<file path="src/rtl/comb_gates_nway_pipe.sv">
// rtl/comb_gates_nway_pipe.sv - two-stage pipelined N-input AND/NAND/OR/NOR/XOR/XNOR/popcount reducer
//
// Ports:
//   clk           rising-edge clock for all state
//   reset         asynchronous, active-high; empties the pipe and clears data
//   in_val        input transaction valid
//   in_rdy        block can accept an input this cycle
//   in            p_nbits-wide vector to reduce
//   out_val       result valid
//   out_rdy       downstream accepts the result
//   out_and       &in          out_nand   ~&in
//   out_or        |in          out_nor    ~|in
//   out_xor       ^in          out_xnor   ~^in
//   out_popcount  number of 1 bits in in
`timescale 1ns/1ps

module comb_gates_nway_pipe #(
  parameter int p_nbits = 16
) (
  input  logic                         clk,
  input  logic                         reset,
  input  logic                         in_val,
  output logic                         in_rdy,
  input  logic [p_nbits-1:0]           in,
  output logic                         out_val,
  input  logic                         out_rdy,
  output logic                         out_and,
  output logic                         out_nand,
  output logic                         out_or,
  output logic                         out_nor,
  output logic                         out_xor,
  output logic                         out_xnor,
  output logic [$clog2(p_nbits+1)-1:0] out_popcount
);

  localparam int p_ngroups = p_nbits / 4;
  localparam int p_cw      = $clog2(p_nbits + 1);

  // Per-group reductions of the incoming vector (stage-1 inputs)
  logic [p_ngroups-1:0]      g_and;
  logic [p_ngroups-1:0]      g_or;
  logic [p_ngroups-1:0]      g_xor;
  logic [p_ngroups-1:0][2:0] g_cnt;

  // Stage 1 registers
  logic                      s1_val;
  logic [p_ngroups-1:0]      s1_and;
  logic [p_ngroups-1:0]      s1_or;
  logic [p_ngroups-1:0]      s1_xor;
  logic [p_ngroups-1:0][2:0] s1_cnt;

  // Stage 2 registers
  logic                      s2_val;
  logic                      s2_and;
  logic                      s2_or;
  logic                      s2_xor;
  logic [p_cw-1:0]           s2_cnt;

  logic                      s1_load;
  logic                      s2_load;
  logic [p_cw-1:0]           cnt_sum;

  // A stage may load when it is empty or when its contents move on this edge.
  // in_rdy therefore depends on out_rdy and the valid flags, never on in_val.
  assign s2_load = !s2_val || out_rdy;
  assign s1_load = !s1_val || s2_load;
  assign in_rdy  = s1_load;

  always_comb begin
    g_and = '0;
    g_or  = '0;
    g_xor = '0;
    g_cnt = '0;
    for (int g = 0; g < p_ngroups; g++) begin
      g_and[g] = &in[4*g +: 4];
      g_or[g]  = |in[4*g +: 4];
      g_xor[g] = ^in[4*g +: 4];
      g_cnt[g] = 3'(in[4*g]) + 3'(in[4*g+1]) + 3'(in[4*g+2]) + 3'(in[4*g+3]);
    end
  end

  // Sum of group counts; the popcount width always holds p_nbits, so no overflow
  always_comb begin
    cnt_sum = '0;
    for (int g = 0; g < p_ngroups; g++) begin
      cnt_sum = cnt_sum + p_cw'(s1_cnt[g]);
    end
  end

  always_ff @(posedge clk or posedge reset) begin
    if (reset) begin
      s1_val <= 1'b0;
      s1_and <= '0;
      s1_or  <= '0;
      s1_xor <= '0;
      s1_cnt <= '0;
      s2_val <= 1'b0;
      s2_and <= 1'b0;
      s2_or  <= 1'b0;
      s2_xor <= 1'b0;
      s2_cnt <= '0;
    end else begin
      if (s1_load) begin
        s1_val <= in_val;
        s1_and <= g_and;
        s1_or  <= g_or;
        s1_xor <= g_xor;
        s1_cnt <= g_cnt;
      end
      if (s2_load) begin
        s2_val <= s1_val;
        s2_and <= &s1_and;
        s2_or  <= |s1_or;
        s2_xor <= ^s1_xor;
        s2_cnt <= cnt_sum;
      end
    end
  end

  assign out_val      = s2_val;
  assign out_and      = s2_and;
  assign out_nand     = ~s2_and;
  assign out_or       = s2_or;
  assign out_nor      = ~s2_or;
  assign out_xor      = s2_xor;
  assign out_xnor     = ~s2_xor;
  assign out_popcount = s2_cnt;

endmodule

</file>
<file path="config.mk">
export PLATFORM = sky130hd
export DESIGN_NAME = comb_gates_nway_pipe
export DESIGN_NICKNAME = d
export VERILOG_FILES = /design/src/rtl/comb_gates_nway_pipe.sv
export SDC_FILE = /design/constraint.sdc
export NUM_CORES = 1
export LEC_CHECK = 0
export CAP_MARGIN = 20
export CORE_MARGIN = 8
export CORE_UTILIZATION = 55
export CTS_BUF_LIST = sky130_fd_sc_hd__clkbuf_8
export DETAILED_ROUTE_END_ITERATION = 8
export MAX_ROUTING_LAYER = met4
export PLACE_DENSITY_LB_ADDON = 0.08
export REMOVE_ABC_BUFFERS = 1
export SYNTH_ARGS = -nofsm -noshare
export SYNTH_HDL_FRONTEND = slang
export SYNTH_SLANG_ARGS = --single-unit
</file>
<file path="constraint.sdc">
create_clock -name clk -period 3.1 [get_ports clk]
set_input_delay 0.62 -clock clk [delete_from_list [all_inputs] [get_ports clk]]
set_output_delay 0.62 -clock clk [all_outputs]
set_load 0.005 [all_outputs]
</file>
==> flow_metrics.tcl, run 1 <==
set metrics [dict create \
    track_usage 0.1441 \
    finalHoldViolations 0 \
    synth_area_per_cell_um2 9.979 \
    clk-insertion-delay-late_ns 0.29 \
    drc 0 \
    post-dp-hpwl_um 3024 \
    clock_sinks 34 \
    reg2reg_from "s1_cnt[1]" \
    synth_async_sr_flop_share 1.000 \
    drv_slew 0 \
    cap_violations 0 \
    grt_start_max_net_pins 35 \
    drtIter0Drc 107 \
    rows 22 \
    layout_commonest_cell "inv_1" \
    first_global_vias 1528 \
    final.period_utilization 0.8087 \
    ios 33 \
    worstMarginPinSlew_ns 0.5486 \
    antenna_found_initial 0 \
    wl_per_cell_um 13.01 \
    postRouteAntennaNets 0 \
    synth-seq-cells 34 \
    critPathArrivalTime_ns 1.89 \
    fin_setup_tns_ns 0 \
    leakage_uw 0.001296 \
    cts_resized 0 \
    mappedNetlistArea_um2 2056 \
    critPathMaxFanout 2 \
    dieArea_um2 5950 \
    tritoncts "built" \
    routabilityCongestion 0.8170 \
    status "finished, final reports clean" \
    hold_buffers 0 \
    startpoint "out_rdy" \
    clockBufferDepth 2 \
    htreeDepth 2 \
    grt_overflow 0 \
    hp-class "flop to flop" \
    ir_drop_mv 0.2782 \
    synth_top_area_frac 0.4139 \
    n_antenna_cell 0 \
    die_h_um 77.14 \
    fmax_ghz 0.3989 \
    post_cts_buffers 0 \
    placed_cells 283 \
    rsz0062_at_grt "false" \
    worstSetupPathType "input port to primary output" \
    min_from "s1_val" \
    final_cell_mix "inv_1, nand2_1, dfrtp_1" \
    totalWireLength_um 3787 \
    worstPathRequired_ns 2.48 \
    setup_viol 0 \
    finalWorstPathRequiredPeriod_ns 2.507 \
    die_w_um 77.14 \
    io_buffers 32 \
    final_cells 291 \
    syn_inst 206 \
    final_util 0.6877 \
    cp-end-kind "primary output" \
    core_area_um2 3633 \
    yosysUniqueCellTypes 24 \
    clkTransAtPathRegs_ns 0.06 \
    via_per_inst 4.859 \
    vias 1414 \
    firstDrtPassIters 4 \
    fin_worst_skew_ns 0.003167 \
    area_delta_synth_final_pct 21.55 \
    slew_headroom 0.6343 \
    critPathLaunchType "input port" \
    cts_root_buf "clkbuf_8" \
    synth_top_area_cell "dfrtp_1" \
    drive_above_1_share 0.05350 \
    synthFlopType "dfrtp_1" \
    seq_area_frac_synth 0.4139 \
    yosys_warnings 0 \
    grt_pass1_wl_um 6713 \
    synthTopCellsByArea "dfrtp_1, ha_1, fa_1, inv_1, nand2_1" \
    powerDensity_nw_per_um2 566.0 \
    nets 300 \
    start_util 0.5658 \
    cts_buffers 5 \
    synth-edff-count 0 \
]
-- sequential cells by signal, indices dropped and copies added (netlist names) --
register      flops
out_and           1
out_or            1
out_popcount      5
out_val           1
out_xor           1
s1_and            4
s1_cnt           12
s1_or             4
s1_val            1
s1_xor            4
-- per-layer routing --
layer | GRT usage | wire (um) | vias to the layer above
li1 | - | - | 703
met2 | 0.2216 | 1752 | 28
met1 | 0.1683 | 1795 | 675
met4 | 0.06792 | 77 | 0
met5 | - | 0 | -
met3 | 0.04429 | 161 | 8
-- synthesized netlist by cell type (all sizes together), types with 2 or more instances --
cell / n
nor2: 8
inv: 42
ha: 28
mux2: 2
xnor2: 7
a21oi: 5
fa: 10
dfrtp: 34
a31oi: 4
nand2: 36
buf: 6
nand3: 4
nand2b: 3
o21ai: 11
-- metrics by stage --
step / instance area [um^2] / power (uW) / hold slack (ns) / setup WS (ns)
2_1_floorplan: 2004 / 889.9 / 0.4266 / 0.7761
3_3_place_gp: 2407 / 1088 / 0.4463 / 0.5803
3_5_place_dp: 2407 / 1101 / 0.4411 / 0.6001
4_1_cts: 2499 / 1435 / 0.4595 / 0.5813
5_1_grt: 2499 / 1541 / 0.4915 / 0.5157
6_report: 2499 / 1414 / 0.4544 / 0.5929
-- final timing paths --
kind / cells past startpoint / endpoint / slack [ns]
worst max-delay path: 4 / in_rdy / 0.59
worst min-delay path: 1 / out_val / 0.45
worst max register to register: 9 / out_popcount[3] / 0.66
worst min register to register: 1 / out_val / 0.45
max in group asynchronous: 3 / s1_and[2] / 2.08
min in group asynchronous: 3 / out_popcount[2] / 0.72
-- cell type report --
type,instances,area (um^2)
well taps,48,60.06
inverters,42,160.2
clock buffers,6,82.58
repair buffers,35,342.8
flip-flops and latches,34,850.8
clock inverters,2,8.758
fillers,298,1135
multi-input cells,124,993.5
-- report_power, final --
part,switching [uW],internal (uW),leakage [uW]
Sequential,47.3,529,0.000404
Clock,153,176,0.0000524
Combinational,233,276,0.000840
Total,434,981,0.00130
-- critical path, stage by stage --
cell and delay [ns]:
clkdlybuf4s50_1 0.46, and3b_1 0.24, inv_4 0.07, clkdlybuf4s50_1 0.50
-- kinds of logic (layout without fill, tap and decap cells) --
kind of cell               Yosys count  in the layout  share of synthesized area
xor gates and xnor gates             8              8                    0.03409
adders and majority gates           38             38                     0.2678
buffers and inverters               48             85                     0.1029
muxes                                3              3                    0.01582
AOI/OAI and AO/OA                   22             22                    0.05904
DFF                                 34             34                     0.4139
and+or+nand+nor                     53             53                     0.1065
Note: power is estimated with default switching activity, not from simulation.
==> inputs of run 2 (changes only) <==
--- a/config.mk
+++ b/config.mk
@@ -7,7 +7,7 @@
 export LEC_CHECK = 0
 export CAP_MARGIN = 20
 export CORE_MARGIN = 8
-export CORE_UTILIZATION = 55
+export CORE_UTILIZATION = 50
 export CTS_BUF_LIST = sky130_fd_sc_hd__clkbuf_8
 export DETAILED_ROUTE_END_ITERATION = 8
 export MAX_ROUTING_LAYER = met4
==> constraint.sdc (replaced) <==
create_clock -name clk -period 2.1 [get_ports clk]
set_input_delay 0.42 -clock clk [delete_from_list [all_inputs] [get_ports clk]]
set_output_delay 0.42 -clock clk [all_outputs]
set_load 0.005 [all_outputs]
==> flow_metrics.tcl, run 2 (synthesis results as in run 1) <==
set metrics [dict create \
    clk-insertion-delay-late_ns 0.28 \
    postRouteAntennaNets 0 \
    cts_buffers 5 \
    cp_top_family "adder cells" \
    drive_above_1_share 0.1692 \
    n_antenna_cell 0 \
    cap_violations 0 \
    clockBufferDepth 2 \
    worstMarginPinSlew_ns 0.4324 \
    critPathMaxFanout 2 \
    vias 1520 \
    track_usage 0.1502 \
    drc 0 \
    start_util 0.5176 \
    largest_register_ffs 12 \
    via_per_inst 4.810 \
    cp-end-kind "flop" \
    post-dp-hpwl_um 3276 \
    drtIter0Drc 78 \
    critPathBufInv 4 \
    die_h_um 80.12 \
    dieArea_um2 6419 \
    htreeDepth 2 \
    crit_path_max_incr_delay_ns 0.54 \
    worstPathRequired_ns 2.25 \
    clkTransAtPathRegs_ns 0.06 \
    first_global_vias 1649 \
    core_area_um2 3971 \
    status "finished with violations" \
    area_delta_synth_final_pct 31.28 \
    io_buffers 32 \
    slew_headroom 0.7117 \
    regMostFlops "s1_cnt" \
    ios 33 \
    die_w_um 80.12 \
    rows 23 \
    crit_chain "inv_2, fa_1, inv_2, fa_1, ha_4, buf_4, buf_4, a21o_1, a21oi_2, a21oi_1" \
    finalWorstPathRequiredPeriod_ns 2.349 \
    finish.instance_area_um2 2699 \
    hp-class "flop to flop" \
    placed_cell_area_um2 2582 \
    finalHoldViolations 0 \
    antenna_found_initial 0 \
    rsz0062_at_grt "true" \
    hold_buffers 0 \
    tritoncts "built" \
    critPathLaunchType "flop" \
    layout_commonest_cell "inv_1" \
    violations "setup timing" \
    powerDensity_nw_per_um2 818.7 \
    clock_sinks 34 \
    slowest_stage "fa_1" \
    final_util 0.6796 \
    fin_worst_skew_ns 0.003265 \
    grt_pass1_wl_um 7383 \
    drv_slew 0 \
    setup_viol 3 \
    grt_overflow 0 \
    firstDrtPassIters 4 \
    fin_ws_ns -0.2492 \
    final.period_utilization 1.119 \
    critPathArrivalTime_ns 2.50 \
    nets 325 \
    cts_root_buf "clkbuf_8" \
    leakage_uw 0.001402 \
    ir_drop_mv 0.4403 \
    routabilityCongestion 0.8229 \
    totalWireLength_um 4160 \
    final_cell_mix "inv_1, nand2_1, dfrtp_1" \
    fmax_ghz 0.4257 \
    wl_per_cell_um 13.16 \
    grt_start_max_net_pins 35 \
    worstSetupPathType "flop to flop" \
]
run 2: per-layer routing:
layer	GRT usage	routed length (um)	part of all wire
met1	0.1675	1840	0.44
met2	0.2482	2025	0.49
met3	0.04911	236	0.057
met4	0.04909	57	0.014
met5	-	0	0
run 2: timing repair:
action                                  4_1_cts  5_1_grt
setup buffers                                 1        1
endpoints found under the setup margin        5        4
cloned                                        0        0
pin swaps                                     7        0
hold endpoints to repair                      0        0
resized for setup                             7        3
run 2: final cells by class:
class | count | area (um^2)
Multi-Input combinational cell | 124 | 1013
Tap cell | 50 | 62.56
Inverter | 42 | 160.2
Sequential cell | 34 | 850.8
Clock buffer | 6 | 82.58
Fill cell | 318 | 1272
Timing Repair Buffer | 60 | 529.3
run 2: tightest hold or removal path: stages (launching register included):
cell	delay (ns)
dfrtp_1	0.34
nand2_1	0.05
nand2_1	0.05
run 2: power breakdown:
part / leakage, uW / switching [uW] / internal [uW] / total [uW]
registers: 0.000404 / 70.4 / 781 / 851
logic: 0.000955 / 392 / 502 / 894
clock network: 0.0000431 / 211 / 252 / 464
total: 0.00140 / 674 / 1540 / 2210
run 2: worst paths after layout:
kind / from / end / slack (ns) / depth (start not counted)
max: s1_cnt[1] / out_popcount[4] / -0.25 / 10
min: s1_and[2] / s1_and[2] / 0.48 / 2
max reg2reg: s1_cnt[1] / out_popcount[4] / -0.25 / 10
min reg2reg: s1_and[2] / s1_and[2] / 0.48 / 2
max in group asynchronous: reset / out_or / 1.25 / 3
min in group asynchronous: reset / s1_cnt[8] / 0.54 / 3
run 2: stage by stage:
step                worst slack [ns]  power, uW  TNS, ns  cells  hold WS [ns]
finish                       -0.2492       2210  -0.7274    316        0.4766
floorplan                    -0.2239       1314  -0.4596    200        0.4266
global route                 -0.3371       2398  -0.9658    316        0.5117
detailed placement           -0.3071       1683   -1.628    308        0.4598
global placement             -0.2483       1658   -1.232    308        0.4432
CTS                          -0.2461       2192  -0.5737    315        0.4787
==> variant (flow settings as in run 1) <==
`p_nbits`: 16 -> 32.
--- a/src/rtl/comb_gates_nway_pipe.sv
+++ b/src/rtl/comb_gates_nway_pipe.sv
@@ -15,7 +15,7 @@
 `timescale 1ns/1ps
 
 module comb_gates_nway_pipe #(
-  parameter int p_nbits = 16
+  parameter int p_nbits = 32
 ) (
   input  logic                         clk,
   input  logic                         reset,
Ports: changed (resized in and out_popcount); port bits go from 33 to 50. The function was not compared with the original's and may differ.
==> variant against run 1 <==
The run now ends with negative setup slack left; sequential cell count grew 25; area after synthesis grew 90%; cell area grew 88%; sequential share of layout area shrank 2.6 points; wire length grew 110%; setup slack lost 790 ps; register-to-register slack lost 860 ps; critical path depth grew 6; utilization is essentially flat; cell count grew 91%; non-clock buffer count grew 23; synthesized cell count grew 93%; total power grew 140%; largest power group is now combinational cells; highest routed layer unchanged.
==> variant: results (changes against run 1) <==
STA
  – Max Clock Skew: 5.25 ps (+2.08 ps)
  – Final period utilization: 106% (+26 points)
  – Setup ws final: -200 ps (-793 ps)
  – Sum Neg Setup Slack: -534 ps (-534 ps)
  – Final setup violation count: 3 (+3)
  – Worst-Margin Slew: 634 ps (+85.6 ps)

Place
  – Placer Congestion: 0.846 (+3.5%)
  – IO Port Bufs: 49 (+53%)
  – Final HPWL from detailed placement: 6.05 mm (+100%)
  – Post-Place Worst Slack: -391 ps (-992 ps)
  – Post-Place Cells: 539 (+90%)

Floorplanning
  – Chip Width: 100 um (+30%)

Finish
  – Max reg flops: 24 (+12)
  – Layout cells sized above 1: 8.26% (+2.9 points)
  – Final net count: 570 (+90%)
  – Clock-cell share of area: 4.53% (+0.87 points)
  – Clock buf count: 11 (+5)
  – Layout non-clock buf frac: 11.9% (-1.8 points)
  – Fraction of area in multi-input gates: 42.7% (+2.9 points)
  – Inverter count: 83 (+98%)
  – Fraction of area in registers: 31.4% (-2.6 points)
  – Multi-In Gates: 244 (+97%)
  – Multi-input gate area: 2010 um^2 (+100%)

Setup path
  – Worst path arrival time: 3580 ps (+1690 ps)
  – WS Path Type: flop to flop

GRT
  – GRT Total Usage: 18.3% (+3.9 points)
  – First-pass GRT wire length: 13.7 mm (+100%)
  – Largest net degree at the start of global routing: 62 (+77%)

Clock network
  – Clk Latency, worst-skew pair: 340 ps (+50 ps)
  – H-tree levels: 3 (+1)
  – Resize count post-CTS: 4 (+4)

Run status
  – Failing checks: negative setup slack
  – Outcome: finished, violations left

Routing
  – Vias/cell: 4.84 (-0.47%)
  – Initial DRC count: 114 (+6.5%)
  – Routed wire length: 7.87 mm (+110%)

Synth
  – Commonest cells post-synth: nand2_1, inv_1, dfrtp_1
  – Number of synthesized register bits: 59 (+74%)
  – Syn Inst Count: 398 (+93%)
  – Seq/Total Area, Yosys: 37.8% (-3.6 points)
  – Top post-synthesis cells by area: dfrtp_1, ha_1, fa_1, nand2_1, inv_1

Power
  – Total power: 3.35 mW (+140%)
  – Power share of the combinational group: 48.5% (+13 points)
  – Peak supply drop: 388 uV (+39%)
  – P_seq: 0.993 mW (+72%)
variant: how the worst min path moves through the flow:
stage / start / to / slack [ps] / cells after the start
2_1_floorplan: s1_val / out_val / 430 / 1
3_3_place_gp: s1_val / out_val / 450 / 1
3_5_place_dp: s1_val / out_val / 450 / 1
4_1_cts: s1_val / out_val / 470 / 1
5_1_grt: s1_val / out_val / 490 / 1
6_report: s1_val / out_val / 470 / 1
variant: cells by family after synthesis:
logic type / after synthesis / synth area share, %
buffers and inverters: 95 / 11.2
AND/OR/NAND/NOR: 114 / 12.1
flip-flops: 59 / 37.8
XOR/XNOR: 16 / 3.59
adder cells (fa/ha/maj): 79 / 30.1
AO/OA/AOI/OAI: 35 / 5.16
variant: routing by layer:
layer	wire, um	global-route usage (%)	up-vias
li1	-	-	1329
met1	3320	19.9	1297
met2	4080	31.3	58
met3	414	6.78	5
met4	56	3.49	0
met5	0	-	-
